[src/rtl/seq_multiplier_n.sv]
// seq_multiplier_n: shift-and-add multiplier that retires one multiplier bit per ADD/SHIFT pair.
// In signed mode the last partial product is subtracted, because the multiplier's MSB has negative weight.
module seq_multiplier_n #(
    parameter int WIDTH = 8
) (
    input  logic               Clk,
    input  logic               Reset,
    input  logic               Start,
    input  logic               Signed_Mode,
    input  logic [WIDTH-1:0]   Multiplicand,
    input  logic [WIDTH-1:0]   Multiplier,
    output logic               Busy,
    output logic               Done,
    output logic [2*WIDTH-1:0] Product,
    output logic               Xval
);

    localparam int CW = (WIDTH > 1) ? $clog2(WIDTH) : 1;
    localparam logic [CW-1:0] CNT_LAST = CW'(WIDTH - 1);

    typedef enum logic [1:0] {
        ST_IDLE  = 2'd0,
        ST_ADD   = 2'd1,
        ST_SHIFT = 2'd2,
        ST_DONE  = 2'd3
    } state_t;

    state_t           state_r;
    state_t           state_next_s;
    logic             x_r;
    logic [WIDTH-1:0] a_r;
    logic [WIDTH-1:0] b_r;
    logic [WIDTH-1:0] s_r;
    logic             mode_r;
    logic [CW-1:0]    cnt_r;
    logic             busy_r;
    logic             done_r;
    logic             busy_next_s;
    logic             done_next_s;
    logic             sub_s;
    logic [WIDTH:0]   addend_s;
    logic [WIDTH:0]   sum_s;

    // Widens an operand to the (WIDTH+1)-bit adder, sign- or zero-extended by mode.
    function automatic logic [WIDTH:0] ext_operand(input logic [WIDTH-1:0] v, input logic sgn);
        ext_operand = {sgn & v[WIDTH-1], v};
    endfunction

    // Partial-product adder; the final signed step adds the two's complement of S.
    always_comb begin
        sub_s    = 1'b0;
        addend_s = ext_operand(s_r, mode_r);
        if (mode_r && (cnt_r == CNT_LAST)) begin
            sub_s    = 1'b1;
            addend_s = ext_operand(~s_r, mode_r);
        end else begin
            sub_s    = 1'b0;
            addend_s = ext_operand(s_r, mode_r);
        end
        sum_s = {x_r, a_r} + addend_s + {{WIDTH{1'b0}}, sub_s};
    end

    // FSM state register.
    always_ff @(posedge Clk or posedge Reset) begin
        if (Reset) begin
            state_r <= ST_IDLE;
        end else begin
            state_r <= state_next_s;
        end
    end

    // FSM next-state decode.
    always_comb begin
        state_next_s = state_r;
        case (state_r)
            ST_IDLE: begin
                if (Start) begin
                    state_next_s = ST_ADD;
                end else begin
                    state_next_s = ST_IDLE;
                end
            end
            ST_ADD:   state_next_s = ST_SHIFT;
            ST_SHIFT: begin
                if (cnt_r == CNT_LAST) begin
                    state_next_s = ST_DONE;
                end else begin
                    state_next_s = ST_ADD;
                end
            end
            ST_DONE:  state_next_s = ST_IDLE;
            default:  state_next_s = ST_IDLE;
        endcase
    end

    // FSM output decode, looked ahead one cycle so the flags can be registered.
    always_comb begin
        busy_next_s = 1'b0;
        done_next_s = 1'b0;
        case (state_next_s)
            ST_IDLE: begin
                busy_next_s = 1'b0;
                done_next_s = 1'b0;
            end
            ST_DONE: begin
                busy_next_s = 1'b1;
                done_next_s = 1'b1;
            end
            default: begin
                busy_next_s = 1'b1;
                done_next_s = 1'b0;
            end
        endcase
    end

    // Registered status flags.
    always_ff @(posedge Clk or posedge Reset) begin
        if (Reset) begin
            busy_r <= 1'b0;
            done_r <= 1'b0;
        end else begin
            busy_r <= busy_next_s;
            done_r <= done_next_s;
        end
    end

    // Datapath: operand capture, conditional add and the {X,A,B} right shift.
    always_ff @(posedge Clk or posedge Reset) begin
        if (Reset) begin
            x_r    <= 1'b0;
            a_r    <= {WIDTH{1'b0}};
            b_r    <= {WIDTH{1'b0}};
            s_r    <= {WIDTH{1'b0}};
            mode_r <= 1'b0;
            cnt_r  <= {CW{1'b0}};
        end else begin
            case (state_r)
                ST_IDLE: begin
                    if (Start) begin
                        x_r    <= 1'b0;
                        a_r    <= {WIDTH{1'b0}};
                        b_r    <= Multiplier;
                        s_r    <= Multiplicand;
                        mode_r <= Signed_Mode;
                        cnt_r  <= {CW{1'b0}};
                    end else begin
                        x_r    <= x_r;
                        a_r    <= a_r;
                    end
                end
                ST_ADD: begin
                    if (b_r[0]) begin
                        {x_r, a_r} <= sum_s;
                    end else begin
                        x_r <= x_r;
                        a_r <= a_r;
                    end
                end
                ST_SHIFT: begin
                    // Unsigned carry has been moved into A, so X starts the next step clear.
                    x_r   <= mode_r & x_r;
                    a_r   <= {x_r, a_r[WIDTH-1:1]};
                    b_r   <= {a_r[0], b_r[WIDTH-1:1]};
                    cnt_r <= cnt_r + {{(CW-1){1'b0}}, 1'b1};
                end
                default: begin
                    x_r <= x_r;
                    a_r <= a_r;
                end
            endcase
        end
    end

    assign Busy    = busy_r;
    assign Done    = done_r;
    assign Product = {a_r, b_r};
    assign Xval    = x_r;

endmodule

[config.mk]
export PLATFORM = sky130hd
export DESIGN_NAME = seq_multiplier_n
export DESIGN_NICKNAME = d
export VERILOG_FILES = /design/src/rtl/seq_multiplier_n.sv
export SDC_FILE = /design/constraint.sdc
export NUM_CORES = 1
export LEC_CHECK = 0
export ABC_AREA = 1
export CORE_UTILIZATION = 55
export DETAILED_ROUTE_END_ITERATION = 6
export GPL_TIMING_DRIVEN = 0
export PLACE_DENSITY = 0.91
export SLEW_MARGIN = 10
export SYNTH_ARGS = -nofsm -noshare
export SYNTH_HDL_FRONTEND = slang
export SYNTH_SLANG_ARGS = --single-unit
[constraint.sdc]
create_clock -name Clk -period 5.3 [get_ports Clk]
set_clock_uncertainty 0.2 [all_clocks]
set_input_delay 1.06 -clock Clk [delete_from_list [all_inputs] [get_ports Clk]]
set_output_delay 1.06 -clock Clk [all_outputs]
set_load 0.02 [all_outputs]
==> flow_summary.ini <==
[status]
status = complete, no violations

[floorplanning]
die_area_mm2 = 0.00386
die_x_um = 62.1
start_util = 0.587
ioPinCount = 39
core_area_mm2 = 0.00339
row_count = 21
die_y_um = 62.1

[sta]
drv_slew = 0
hold_viol = 0
setup_slack_ns = 2.57
period_share = 0.515
layout_min_cycle_time_ns = 2.73
max_slew.worst_pin.slew_ns = 0.659
rsz0062_at_grt = false
max_freq_mhz = 367
setup_viol = 0
slew-limit-headroom = 0.560
finalSetupTns_ns = 0

[finish]
fill_cells = 253
final_cell_mix = nand2_1, clkdlybuf4s50_1, dfrtp_1
synthToLayoutAreaGrowth_pct = 26.5
n_antenna_cell = 0
finalInstanceArea_mm2 = 0.00252
drive_gt1_frac = 0.0726
final_nets = 336
layout_commonest_cell = nand2_1
multiInputGateArea_um2 = 1000
register_area_um2 = 826

[placement]
io_buffers = 38
postPlaceCellArea_mm2 = 0.00243
hpwl_mm = 3.18
place_ws_ns = 2.53
place_congestion = 0.821

[hold_path]
hold_class = register to register
min_from = cnt_r[1]$_DFFE_PP0P_

[critical_path]
endpoint_kind = output port
crit_buf_inv = 1
cp-start-kind = register
startpoint = a_r[1]$_DFFE_PP0P_
reg2reg_from = cnt_r[0]$_DFFE_PP0P_
crit_type = register to output port
critPathTopFamily = buffers and inverters
crit_fanout = 5
crit_chain = clkdlybuf4s50_1
critPathRequiredTime_ns = 4.04
slowest_delay_ns = 0.65
crit_slowest_cell = clkdlybuf4s50_1
arrival_ns = 1.47

[global_route]
first_global_vias = 1838
grt_max_degree = 34
grtUsageTotal = 0.256
grt_pass1_wl_mm = 7.78
grt_overflow_total = 0
antenna_found_initial = 0

[clock_network]
cts-root-buf = clkbuf_4
ctsResizeCount = 0
htree_levels = 2
clock_latency_ns = 0.34
clock_sinks = 33
cts_buffer_depth = 2
post-cts-setup-buffers = 0
path_clk_slew_ns = 0.11
cts_hold_buf = 0
cts_tree = built
numCtsBuffers = 5

[run]
maxCapViolCount = 0

[synth]
ys_types = 32
netlist_area_mm2 = 0.00199
syn_inst = 257
yosysSeqAreaShare = 0.415
ys_seq_elements = 33
async_flop_share = 1.00
syn-num-nets = 291
synth_ff_type = dfrtp_1
syn_avg_cell_area_um2 = 7.74
synth-edff-count = 0
yosys_warnings = 0

[detailed_routing]
drtAntennaViolNets = 0
drc = 0
viasPerCell = 5.14
drt-total-wl_mm = 4.31
drtIter0Drc = 147
post_drt_wl_per_cell_um = 12.3
dr_total_vias = 1793
first_pass_iters = 4

[pwr]
power.density_mw_per_mm2 = 590
vdd_drop_max_mv = 0.487
p_leak_uw = 0.00129
==> synthesized netlist by cell type, types with 2 or more instances <==
cell type,count,area share
nand2_1,80,0.15
dfrtp_1,33,0.42
inv_1,31,0.058
nor2_1,23,0.043
nand3_1,16,0.040
ha_1,13,0.082
a21oi_1,12,0.030
a31oi_1,8,0.025
xor2_1,6,0.026
o21ai_0,5,0.013
clkbuf_1,3,0.0057
o22ai_1,3,0.0094
buf_2,2,0.0050
inv_2,2,0.0038
nand2_2,2,0.0063
xnor2_1,2,0.0088
==> cell families after synthesis <==
group,count (synthesis),share of synthesized area
mux,1,0.00566
buf+inv,40,0.0824
compound gates,34,0.101
flops,33,0.415
xor+xnor,8,0.0352
fa+ha+maj,14,0.0918
simple gates,127,0.269
==> state kept, by name (all words and copies together), names as in the netlist <==
signal and count:
mode_r 1, Done 1, Xval 1, cnt_r 3, b_r 8, Busy 1
state_r 2, a_r 8, s_r 8
==> through the flow <==
stage	power, µW	instances	hold slack, ns	util
floorplan	1010	257	0.253	-
global placement	1240	341	0.267	0.716
detailed placement	1270	341	0.276	0.716
CTS	1480	349	0.303	0.742
global route	1610	349	0.330	0.742
finish	1480	349	0.306	0.742
==> power breakdown <==
| group | internal [µW] | switching, µW |
|---|---|---|
| registers | 353 | 82.1 |
| logic | 340 | 504 |
| clock network | 112 | 91.8 |
| total | 806 | 678 |
==> layout make-up <==
class                           instances  area share
Timing Repair Buffer                   38       0.151
Clock buffer                            6      0.0204
Clock inverter                          2      0.0149
Buffer                                  7      0.0159
Inverter                               33      0.0492
Sequential cell                        33       0.328
Multi-Input combinational cell        184       0.397
Tap cell                               46      0.0229
==> path summary, 6_finish.rpt <==
path | endpoint | slack, ns | cells past startpoint
min | cnt_r[1]$_DFFE_PP0P_ | 0.31 | 2
max in group asynchronous | a_r[4]$_DFFE_PP0P_ | 3.54 | 2
max | Product[9] | 2.57 | 1
min reg2reg | cnt_r[1]$_DFFE_PP0P_ | 0.31 | 2
max reg2reg | a_r[6]$_DFFE_PP0P_ | 2.67 | 14
min in group asynchronous | s_r[0]$_DFFE_PP0P_ | 0.93 | 2
==> metal layers <==
layer	share of wire	global-route usage	up-vias
met1	0.46	0.319	826
met3	0.039	0.0551	13
met5	0	0	-
li1	-	-	908
met4	0.019	0.108	0
met2	0.48	0.430	46
Note: power is estimated with default switching activity, not from simulation.
